==> src/rtl/alu_operand_stack.sv <==
// Operand stack feeding the ALU: LIFO of cells with push/pop/ALU commands.
// ALU commands pop NOS/TOS into the ALU input registers and push the result back.
module alu_operand_stack #(
    parameter int CELL_SIZE = 16,
    parameter int DEPTH     = 16
) (
    input  logic                     clk,
    input  logic                     reset_n,
    input  logic                     cmd_valid,
    output logic                     cmd_ready,
    input  logic [1:0]               cmd_kind,
    input  logic [2:0]               cmd_op,
    input  logic [CELL_SIZE-1:0]     cmd_data,
    output logic                     pop_valid,
    output logic [CELL_SIZE-1:0]     pop_data,
    output logic [2:0]               alu_op,
    output logic [CELL_SIZE-1:0]     alu_lhs,
    output logic [CELL_SIZE-1:0]     alu_rhs,
    input  logic [CELL_SIZE-1:0]     alu_result,
    output logic [CELL_SIZE-1:0]     top,
    output logic [$clog2(DEPTH):0]   depth,
    output logic                     err_valid,
    output logic [1:0]               err_code
);

    localparam int AW = $clog2(DEPTH);
    localparam int DW = AW + 1;
    localparam logic [DW-1:0] FULL = DW'(DEPTH);

    localparam logic [1:0] KIND_PUSH = 2'b00;
    localparam logic [1:0] KIND_POP  = 2'b01;
    localparam logic [1:0] KIND_ALU  = 2'b10;

    localparam logic [1:0] ERR_UNDER = 2'b01;
    localparam logic [1:0] ERR_OVER  = 2'b10;
    localparam logic [1:0] ERR_DIV0  = 2'b11;

    typedef enum logic [1:0] {
        S_IDLE = 2'd0,
        S_WAIT = 2'd1,
        S_WB   = 2'd2
    } state_t;

    state_t state_r;
    state_t state_s;

    logic [CELL_SIZE-1:0] mem [DEPTH];

    logic [AW-1:0]        nos_idx_s;
    logic [AW-1:0]        third_idx_s;
    logic [CELL_SIZE-1:0] nos_val_s;
    logic [CELL_SIZE-1:0] third_val_s;
    logic                 accept_s;
    logic                 alu_under_s;
    logic                 alu_div0_s;
    logic                 alu_issue_s;
    logic                 wr_en_s;
    logic [AW-1:0]        wr_idx_s;
    logic [CELL_SIZE-1:0] wr_data_s;

    assign cmd_ready   = (state_r == S_IDLE);
    assign nos_idx_s   = AW'(depth - DW'(2));
    assign third_idx_s = AW'(depth - DW'(3));
    assign nos_val_s   = mem[nos_idx_s];
    assign third_val_s = mem[third_idx_s];

    // Command decode and ALU pre-issue error checks (TOS is the registered top).
    always_comb begin
        accept_s    = cmd_valid && cmd_ready;
        alu_under_s = (depth < DW'(2));
        alu_div0_s  = 1'b0;
        if (!alu_under_s && ((cmd_op == 3'b011) || (cmd_op == 3'b100))) begin
            alu_div0_s = (top == {CELL_SIZE{1'b0}});
        end else begin
            alu_div0_s = 1'b0;
        end
        alu_issue_s = accept_s && (cmd_kind == KIND_ALU) && !alu_under_s && !alu_div0_s;
    end

    // Next-state logic for the issue / wait / write-back sequence.
    always_comb begin
        state_s = state_r;
        case (state_r)
            S_IDLE:  state_s = alu_issue_s ? S_WAIT : S_IDLE;
            S_WAIT:  state_s = S_WB;
            S_WB:    state_s = S_IDLE;
            default: state_s = S_IDLE;
        endcase
    end

    // State register.
    always_ff @(posedge clk) begin
        if (!reset_n) begin
            state_r <= S_IDLE;
        end else begin
            state_r <= state_s;
        end
    end

    // Storage write port: accepted push in IDLE, or ALU result in WB.
    always_comb begin
        wr_en_s   = 1'b0;
        wr_idx_s  = depth[AW-1:0];
        wr_data_s = cmd_data;
        if ((state_r == S_IDLE) && accept_s && (cmd_kind == KIND_PUSH) && (depth != FULL)) begin
            wr_en_s = 1'b1;
        end else if (state_r == S_WB) begin
            wr_en_s   = 1'b1;
            wr_data_s = alu_result;
        end else begin
            wr_en_s = 1'b0;
        end
    end

    // Stack storage; contents are don't-care after reset.
    always_ff @(posedge clk) begin
        if (reset_n && wr_en_s) begin
            mem[wr_idx_s] <= wr_data_s;
        end
    end

    // Depth, registered TOS, pop/error pulses and ALU input registers.
    always_ff @(posedge clk) begin
        if (!reset_n) begin
            depth     <= {DW{1'b0}};
            top       <= {CELL_SIZE{1'b0}};
            pop_valid <= 1'b0;
            pop_data  <= {CELL_SIZE{1'b0}};
            alu_op    <= 3'b000;
            alu_lhs   <= {CELL_SIZE{1'b0}};
            alu_rhs   <= {CELL_SIZE{1'b0}};
            err_valid <= 1'b0;
            err_code  <= 2'b00;
        end else begin
            pop_valid <= 1'b0;
            err_valid <= 1'b0;
            case (state_r)
                S_IDLE: begin
                    if (accept_s) begin
                        case (cmd_kind)
                            KIND_PUSH: begin
                                if (depth == FULL) begin
                                    err_valid <= 1'b1;
                                    err_code  <= ERR_OVER;
                                end else begin
                                    depth <= depth + DW'(1);
                                    top   <= cmd_data;
                                end
                            end
                            KIND_POP: begin
                                if (depth == DW'(0)) begin
                                    err_valid <= 1'b1;
                                    err_code  <= ERR_UNDER;
                                end else begin
                                    pop_valid <= 1'b1;
                                    pop_data  <= top;
                                    depth     <= depth - DW'(1);
                                    top       <= (depth >= DW'(2)) ? nos_val_s : {CELL_SIZE{1'b0}};
                                end
                            end
                            KIND_ALU: begin
                                if (alu_under_s) begin
                                    err_valid <= 1'b1;
                                    err_code  <= ERR_UNDER;
                                end else if (alu_div0_s) begin
                                    err_valid <= 1'b1;
                                    err_code  <= ERR_DIV0;
                                end else begin
                                    alu_lhs <= nos_val_s;
                                    alu_rhs <= top;
                                    alu_op  <= cmd_op;
                                    depth   <= depth - DW'(2);
                                    top     <= (depth >= DW'(3)) ? third_val_s : {CELL_SIZE{1'b0}};
                                end
                            end
                            default: begin
                            end
                        endcase
                    end
                end
                S_WB: begin
                    depth <= depth + DW'(1);
                    top   <= alu_result;
                end
                default: begin
                end
            endcase
        end
    end

endmodule

==> config.mk <==
export PLATFORM = sky130hd
export DESIGN_NAME = alu_operand_stack
export DESIGN_NICKNAME = d
export VERILOG_FILES = /design/src/rtl/alu_operand_stack.sv
export SDC_FILE = /design/constraint.sdc
export NUM_CORES = 1
export LEC_CHECK = 0
export BUFFER_PORTS_ARGS = -buffer_cell sky130_fd_sc_hd__clkbuf_2
export CAP_MARGIN = 40
export CORE_MARGIN = 5
export CORE_UTILIZATION = 40
export CTS_BUF_LIST = sky130_fd_sc_hd__clkbuf_8
export DETAILED_ROUTE_END_ITERATION = 7
export SLEW_MARGIN = 20
export SYNTH_ARGS = -nofsm -noshare
export SYNTH_HDL_FRONTEND = slang
export SYNTH_SLANG_ARGS = --single-unit
==> constraint.sdc <==
create_clock -name clk -period 3.72 [get_ports clk]
set_input_delay 0.744 -clock clk [delete_from_list [all_inputs] [get_ports clk]]
set_output_delay 0.744 -clock clk [all_outputs]
set_load 0.02 [all_outputs]
# == Word level (Yosys, flattened, before mapping) ==
# Memory sizes are Yosys's and may differ from the RTL's.
# Index checks and enable logic that the tools add are counted.
# op_classes
bitwise,3
n_lt_le_gt_ge,3
n_eq_ne,17
addsub,4
n_mux,36
reduce_logical,24
# ops
operator,count
2-to-1 mux 16 bit,9
one-hot mux 16 bit (3 select lines),1
one-hot mux 16 bit (2 select lines),1
2-to-1 mux 5 bit,5
logical NOT 16 bit,1
inequality test 3 bit (second input constant),5
one-hot mux 5 bit (3 select lines),1
2-to-1 mux 1 bit,11
>= comparator 5 x 2 -> 1 bit (second input constant),2
one-hot mux 5 bit (2 select lines),1
logical AND 1 bit,9
2-to-1 mux 2 bit,4
AND reduction 4 bit,2
AND reduction 7 bit,1
one-hot mux 2 bit (3 select lines),1
AND reduction 6 bit,1
adder 5 x 1 -> 5 bit (second input constant),1
equality test 5 bit (second input constant),1
logical NOT 5 bit,1
< comparator 5 x 2 -> 1 bit (second input constant),1
inequality test 5 bit (second input constant),1
AND reduction 5 bit,1
subtractor 5 x 1 -> 5 bit (second input constant),1
subtractor 5 x 2 -> 5 bit (second input constant),1
17 further kinds,24
# totals
ff_bits,78
memories,1
ram_bits,256
out_inout_bits,77
in_bits,40
word_cells,98
# memory_table
memory,depth,word_bits,read_ports,rd_clocked_by_memory_dff,write_ports,line,text
mem,16,16,2,0,1,47,logic [CELL_SIZE-1:0] mem [DEPTH];

# == Logic depth before layout (Yosys ltp) ==
# Gate-level depths: netlist (run 1).
# depth
depth_word,9
depth_mapped,13

# == Least setup slack after synthesis (run 1) ==
# Ideal clock, no wire load.
# synth_timing
path_type,reg-to-reg
from,register depth[0]
to,"memory mem[0][0], enable pin"
setup_slack_ns,0.091
setup_ns,0.409
period_less_slack_ns,3.629
n_path_buf,4
required_ns,3.311
arrival_time_ns,3.219
stages_incl_launch_ff,12
path_cell_list,dfxtp_1 buf_6 buf_8 buf_12 buf_2 inv_1 ha_1 nand2_1 o211ai_1 a21oi_1 nand2_1 nor3_1
# synth_between
elab_chain_len,6
# synth_rtl
element,line,text
start: declaration,21,"output logic [$clog2(DEPTH):0] depth,"
start signal: assignment,125,depth <= {DW{1'b0}};
start signal: assignment,146,depth <= depth + DW'(1);
start signal: assignment,157,depth <= depth - DW'(1);
inequality test 5 bit,105,if ((state_r == S_IDLE) && accept_s && (cmd_kind == KIND_PUSH) && (depth != FULL)) begin
logical AND 1 bit,105,
2-to-1 mux 1 bit,105,
logical AND 1 bit,117,if (reset_n && wr_en_s) begin
2-to-1 mux 1 bit,117,
2-to-1 mux 1 bit (not written as such),118,mem[wr_idx_s] <= wr_data_s;
end: declaration,47,
# Several ways; a longest one is shown, not always the timed one.

# == Final worst setup path (run 1) ==
# layout_timing
from,register depth[1]
to,register top[14]
# layout_between
elab_chain_len,8
# layout_rtl
element,line,text
subtractor 4 x 2 -> 4 bit,63,assign third_idx_s = AW'(depth - DW'(3));
memory (16 x 16 bit),--,
2-to-1 mux 16 bit,173,top <= (depth >= DW'(3)) ? third_val_s : {CELL_SIZE{1'b0}};
2-to-1 mux 16 bit,165,end else if (alu_div0_s) begin
2-to-1 mux 16 bit,162,if (alu_under_s) begin
one-hot mux 16 bit (3 select lines),140,case (cmd_kind)
2-to-1 mux 16 bit,139,if (accept_s) begin
one-hot mux 16 bit (2 select lines),137,case (state_r)
end signal: assignment,147,top <= cmd_data;
end signal: assignment,158,top <= (depth >= DW'(2)) ? nos_val_s : {CELL_SIZE{1'b0}};
end signal: assignment,173,
end: declaration,20,"output logic [CELL_SIZE-1:0] top,"
# Several ways; a longest one is shown, not always the timed one. The select of a mux whose other input is x is not followed.
# A chain may end at the register's enable or synchronous reset.

==> PnR_summary.wiki, run 1 <==
{| class="wikitable"
! Metric !! Value
|-
| Run status || completed
|-
| Tightest Pin Transition || between 0.8 and 0.9 ns
|-
| FF/Latch Area || ~9300 um^2
|-
| Combined area of the multi-input logic cells || 6200 um^2
|-
| Number of standard cells in the final layout excluding fillers || between 1,500 and 2,000
|-
| RSZ-0062 raised after global routing || false
|-
| Number of top-level pins || 117
|-
| Total routing usage reported by global routing || 20.9%
|-
| Overall power || around 8 mW
|-
| Area Growth Syn to Fin || 14.3%
|-
| Initial antenna violation count || 0
|-
| Post-synth design cell area || between 15,000 and 20,000 um^2
|-
| Post-Syn Instances || 1,118
|-
| Crit path kind || reg2reg
|-
| First-pass GRT wire length || 69,000 um
|-
| Clock root cell || clkbuf_8
|-
| Sort of element at the end of the critical path || flop
|-
| Final HPWL DP || 30,200 um
|-
| Routed vias/inst || ~5.8
|-
| Most common cell type on the critical path || buf_4
|-
| Total CTS buffers || 55
|-
| Maxcap violations || 0
|-
| CP arrival || between 3 and 4 ns
|-
| Final design instance area without fill || roughly 18,000 um^2
|-
| Number of remaining DRC errors || 0
|-
| Final Skew || around 0.043 ns
|-
| Final Max Slew Viols || 0
|-
| # Post-CTS Setup Buffers || 0
|-
| Yosys warning count || 0
|-
| Peak Freq || approximately 0.36 GHz
|-
| Logic depth of the worst register-to-register path || 8
|-
| Final cell utilization of the core || a little under half
|-
| Clock sink count || 334
|-
| First-pass detailed-route iteration total || 5
|-
| Post-route minimum period || roughly 2.8 ns
|-
| IO Port Bufs || around 120
|-
| Required @ worst endpoint || ~4.3 ns
|-
| Last element of the critical path || top[14]
|-
| Worst r2r dst || top[14]
|-
| Top area cells in the synthesized netlist || edfxtp_1, mux4_2, dfxtp_1
|-
| Portion of the post-synthesis area used by sequential elements || between 50 and 60%
|-
| Crit share post-route || 75.6%
|-
| Share of post-route cells with drive strength above 1 || between 30% and 40%
|-
| Source of the worst register-to-register timing path || depth[1]
|-
| Leakage Power || between 6 and 7 nW
|-
| Synthesized netlist net count || around 1,200
|-
| Worst-case vdd ir drop || 216 uV
|-
| Hold Vio Cnt, Final || 0
|-
| Clock-pin transition on the worst setup and hold timing paths || 0.07 ns
|-
| Row cnt || 73
|-
| Starting Density || approximately two fifths
|-
| Share of flip-flops with an asynchronous set or reset || 0%
|-
| CP peak stage delay || 0.52 ns
|-
| Pin count of the biggest net entering global routing || 136
|-
| Total number of vias || 10,700
|-
| Cell accounting for the most synthesized area || edfxtp_1
|-
| DP Cell Count || 1,730
|-
| Cell area reported after detailed placement || between 15,000 and 20,000 um^2
|-
| CP Max Fanout || 21
|-
| Leftover overflow at the end of global routing || 0
|-
| Area of the die || 44,000 um^2
|-
| Placeable core region || between 30,000 and 40,000 um^2
|-
| Worst max-slew margin expressed relative to the limit || around two fifths
|-
| Final number of setup-violating endpoints || 0
|-
| Mean post-synth cell area || between 10 and 15 um^2
|-
| Die X || 210 um
|-
| Number of enable flip-flop cells after synthesis || 256
|-
| Number of gates resized after cts || 0
|-
| Critical path startpoint || depth[1]
|-
| Per-cell routed wire length || 25.6 um
|-
| CP Cell Sequence || inv_2, ha_1, buf_4, nor2b_1, buf_4, a221oi_1, a311oi_1, o32ai_1
|-
| Net count of the finished layout || roughly 1,300
|-
| Clk Latency, worst-skew pair || around 0.63 ns
|-
| Final weighted congestion in routability-driven placement || between 0.8 and 0.9
|-
| Register bit count reported by yosys || around 330
|-
| Slowest stage cell, crit path || a221oi_1
|-
| CTS Hold Bufs || 0
|-
| Post-route worst setup slack || 0.906 ns
|-
| Total negative slack for setup checks || 0 ns
|-
| Final Hold Slack || between 0.3 and 0.4 ns
|-
| Die height || 210 um
|-
| Clock buffer depth || 3
|-
| Drt first-iter violations || approximately 1,200
|-
| Placement-stage worst setup slack || between 0.7 and 0.8 ns
|-
| Area share of the leading cell type in the synthesized netlist || between 40% and 50%
|-
| Post-synth top flop || edfxtp_1
|-
| Unique masters post-synth || 61
|-
| Worst setup SP type || flop
|-
| Antenna-violating nets left || 0
|-
| Worst-case register-to-register setup slack || 0.91 ns
|-
| Fillers || around 3,500
|-
| Hold Crit Class || in2reg
|-
| CTS H-Tree Depth || 2
|-
| Power density over the cells || between 400 and 500 nW/um^2
|-
| Clock tree from TritonCTS || done
|-
| Detailed-route wire length || 47,000 um
|-
| Via count of the first global-routing pass || roughly 11,000
|}
==> worst min-delay path by stage <==
stage | start | end | slack (ns) | depth (start not counted)
after floorplan | state_r[0] | state_r[1] | 0.44 | 2
after global placement | alu_lhs[6] | alu_lhs[6] | 0.44 | 2
after detailed placement | alu_lhs[13] | alu_lhs[13] | 0.45 | 2
after CTS | cmd_op[0] | alu_op[0] | 0.33 | 3
after global routing | alu_result[6] | top[6] | 0.37 | 3
final | alu_result[5] | top[5] | 0.36 | 3
==> registers in the layout, summed over array words and instances (netlist names) <==
name and count:
alu_rhs 16, err_valid 1, depth 5, pop_data 16
alu_lhs 16, pop_valid 1, top 16, state_r 2
mem 256, alu_op 3, err_code 2
==> synth_stat cells, types with 8 or more instances <==
library cell  count
a32oi_1          10
buf_6            12
dfxtp_1          78
a21oi_1          42
nand2_1         139
o22ai_1          40
o21ai_1          11
ha_1             14
nor3_1           10
buf_4            13
edfxtp_1        256
mux2_2           29
nor2_1           70
a22oi_1          14
inv_1             8
o21ai_0          13
mux4_2           92
buf_2            28
clkbuf_1         24
o221ai_1         21
mux2i_1         101
==> critical path, delay by kind of cell (launching register included) <==
kind	cells	cell delay [ns]
AO/OA/AOI/OAI	3	0.99
adder cells (fa/ha/maj)	1	0.40
buffers and inverters	3	0.76
flip-flops	1	0.47
AND/OR/NAND/NOR	1	0.09
==> metal layers <==
layer | vias up | global-route usage (%) | routed length (um)
met5 | - | 0 | 0
met4 | 0 | 7.38 | 1670
met3 | 122 | 4.54 | 4460
met2 | 552 | 33.0 | 21600
met1 | 5345 | 28.7 | 19300
li1 | 4699 | - | -
==> logic make-up after synthesis <==
group / count (synthesis) / synth area share, %
fa+ha+maj: 14 / 1.10
xor+xnor: 5 / 0.322
buf+inv: 93 / 3.72
mux: 227 / 22.1
compound gates: 187 / 7.99
simple gates: 258 / 6.80
flops: 334 / 58.0
==> power by group <==
group	internal (mW)	total, mW	switching, mW
logic	0.362	0.888	0.526
registers	4.04	4.08	0.0376
clock network	1.56	3.05	1.49
total	5.96	8.01	2.05
==> cell usage in the layout (no fill, tap or decap), types with 21 or more instances in the layout <==
master and count:
a21oi_1 42, clkbuf_2 116, clkbuf_8 60, mux2i_1 101, buf_4 50, o22ai_1 40
nand2_1 139, inv_1 22, o221ai_1 21, dfxtp_1 77, mux4_2 92, edfxtp_1 256
nor2_1 58, mux2_2 29
==> area by class of cell <==
cell class                      count  share of cell area [%]
Timing Repair Buffer              171                    5.79
Clock buffer                       60                    4.53
Antenna cell                        1                  0.0137
Sequential cell                   334                    50.7
Tap cell                          525                    3.60
Multi-Input combinational cell    691                    34.0
Clock inverter                     42                    1.15
Inverter                            9                   0.185
(Power assumes the default switching activity.)
==> inputs of run 2 (changes only) <==
- clock period: 3.72 -> 2.8 ns (I/O delays scaled with it)
==> PnR_summary.wiki, run 2 (synthesis results as in run 1) <==
{| class="wikitable"
! Metric !! Value
|-
| # Post-CTS Setup Buffers || 0 (unchanged)
|-
| Clock root cell || clkbuf_8
|-
| Die height || 210 um (unchanged)
|-
| Die X || 210 um (unchanged)
|-
| Final HPWL DP || 33,000 um (+9.0%)
|-
| Power density over the cells || 579 nW/um^2 (+32%)
|-
| Overall power || 10.9 mW (+36%)
|-
| Crit share post-route || 93.0% (+17 points)
|-
| Required @ worst endpoint || 3.28 ns (-0.97 ns)
|-
| Final Max Slew Viols || 0 (unchanged)
|-
| IO Port Bufs || 116 (unchanged)
|-
| Clock-pin transition on the worst setup and hold timing paths || 0.07 ns (about the same)
|-
| CP peak stage delay || 0.49 ns (-0.03 ns)
|-
| Clock sink count || 334 (unchanged)
|-
| Placeable core region || 39,600 um^2 (unchanged)
|-
| First-pass detailed-route iteration total || 6 (+1)
|-
| CTS Hold Bufs || 0 (unchanged)
|-
| Clk Latency, worst-skew pair || 0.62 ns (about the same)
|-
| Initial antenna violation count || 0 (unchanged)
|-
| Area of the die || 44,000 um^2 (unchanged)
|-
| Worst max-slew margin expressed relative to the limit || 53.4% (+13 points)
|-
| Most flop-heavy register || mem
|-
| Total CTS buffers || 54 (-1.8%)
|-
| Worst-case register-to-register setup slack || 0.20 ns (-0.71 ns)
|-
| RSZ-0062 raised after global routing || false
|-
| Slowest stage cell, crit path || mux4_2
|-
| First-pass GRT wire length || 70,300 um (+1.9%)
|-
| Hold Vio Cnt, Final || 0 (unchanged)
|-
| Net count of the finished layout || 1,353 (+2.8%)
|-
| Hold Crit Class || in2reg
|-
| Via count of the first global-routing pass || 10,900 (+2.4%)
|-
| Clock buffer depth || 3 (unchanged)
|-
| Final cell utilization of the core || 47.5% (+1.5 points)
|-
| Number of gates resized after cts || 0 (unchanged)
|-
| Final number of setup-violating endpoints || 0 (unchanged)
|-
| Share of post-route cells with drive strength above 1 || 32.7% (+2.5 points)
|-
| Sort of element at the end of the critical path || flop
|-
| Per-cell routed wire length || 25.8 um (+0.67%)
|-
| Commonest non-fill, non-tap cell in the layout || edfxtp_1
|-
| Logic depth of the worst register-to-register path || 9 (+1)
|-
| Run status || completed
|-
| Total negative slack for setup checks || 0 ns (unchanged)
|-
| Starting Density || 40.3% (unchanged)
|-
| Drt first-iter violations || 1,109 (-9.8%)
|-
| CTS H-Tree Depth || 2 (unchanged)
|-
| Area Growth Syn to Fin || 17.9%
|-
| CP arrival || 3.09 ns (-0.25 ns)
|-
| Flip-flop count of the largest register after layout || 256 (unchanged)
|-
| Worst-case vdd ir drop || 298 uV (+38%)
|-
| Post-route minimum period || 2.60 ns (-0.211 ns)
|-
| Antenna-violating nets left || 0 (unchanged)
|-
| Gate family responsible for the most delay along the worst path || multiplexers
|-
| Source of the worst register-to-register timing path || depth[1]
|-
| Detailed-route wire length || 48,200 um (+2.6%)
|-
| Worst setup SP type || flop
|-
| CP Cell Sequence || inv_2, ha_4, buf_12, buf_4, mux4_2, mux2i_1, o22ai_1, a311oi_1, o21ai_1
|-
| Buffer and inverter count on the worst path || 3 (unchanged)
|-
| Leftover overflow at the end of global routing || 0 (unchanged)
|-
| Top library cells by usage in the layout, fill and taps aside || edfxtp_1, nand2_1, clkbuf_2
|-
| Final Skew || 0.0255 ns (-0.0171 ns)
|-
| Worst r2r dst || top[2]
|-
| Total routing usage reported by global routing || 21.3% (+0.46 points)
|-
| Final weighted congestion in routability-driven placement || 0.863 (+1.8%)
|-
| Worst hold start || alu_result[10]
|-
| Leakage Power || 6.52 nW (+3.4%)
|-
| Clock tree from TritonCTS || done
|-
| Pin count of the biggest net entering global routing || 67 (-51%)
|-
| Tightest Pin Transition || 0.697 ns (-0.198 ns)
|-
| Peak Freq || 0.384 GHz (+8.1%)
|-
| Total number of vias || 10,900 (+1.7%)
|-
| Number of remaining DRC errors || 0 (unchanged)
|-
| Maxcap violations || 0 (unchanged)
|-
| Routed vias/inst || 5.84 (-0.19%)
|-
| Crit path kind || reg2reg
|-
| Cell depth of the worst hold path || 3 (unchanged)
|-
| Final Hold Slack || 0.192 ns (-0.171 ns)
|-
| Number of top-level pins || 117 (unchanged)
|-
| Row cnt || 73 (unchanged)
|-
| CP Max Fanout || 20 (-4.8%)
|-
| Destination of the worst hold path || top[10]
|}
run 2: worst max-delay path by stage:
| stage | cells past startpoint | startpoint | slack, ns | end |
|---|---|---|---|---|
| 6_report | 9 | depth[1] | 0.20 | top[2] |
| 3_3_place_gp | 9 | cmd_kind[0] | 0.24 | top[14] |
| 3_5_place_dp | 9 | depth[1] | 0.25 | top[2] |
| 2_1_floorplan | 13 | depth[0] | 0.005 | top[3] |
| 5_1_grt | 9 | depth[1] | 0.11 | top[2] |
| 4_1_cts | 9 | depth[1] | 0.24 | top[2] |
run 2: per-layer routing:
layer / routed length, um / track usage [%]
met5: 0 / 0
met4: 1650 / 7.38
met3: 4620 / 5.37
met2: 22100 / 33.8
met1: 19800 / 28.8
run 2: metrics by stage:
step                setup slack [ns]  cell area (um^2)  std cells
finish                         0.197             18800       1868
global route                   0.108             18800       1867
CTS                            0.236             18800       1867
detailed placement             0.248             17700       1768
global placement               0.242             17700       1768
floorplan                    0.00485             16100       1118
run 2: final cells by class:
type	count	area (um^2)
Clock inverter	42	293
Multi-Input combinational cell	691	6240
Inverter	9	33.8
Fill cell	3469	20800
Antenna cell	1	2.50
Timing Repair Buffer	209	1550
Sequential cell	334	9250
Clock buffer	57	785
Tap cell	525	657
run 2: power breakdown:
group | internal (mW) | switching (mW) | total [mW]
logic | 0.533 | 0.752 | 1.28
registers | 5.37 | 0.0343 | 5.40
clock network | 2.26 | 1.95 | 4.21
run 2: worst reg2reg max path: cells and delay by family (launching register included):
family	cells	cell delay [ns]
compound gates	3	0.64
fa+ha+maj	1	0.31
buf+inv	3	0.49
mux	2	0.64
flops	1	0.41
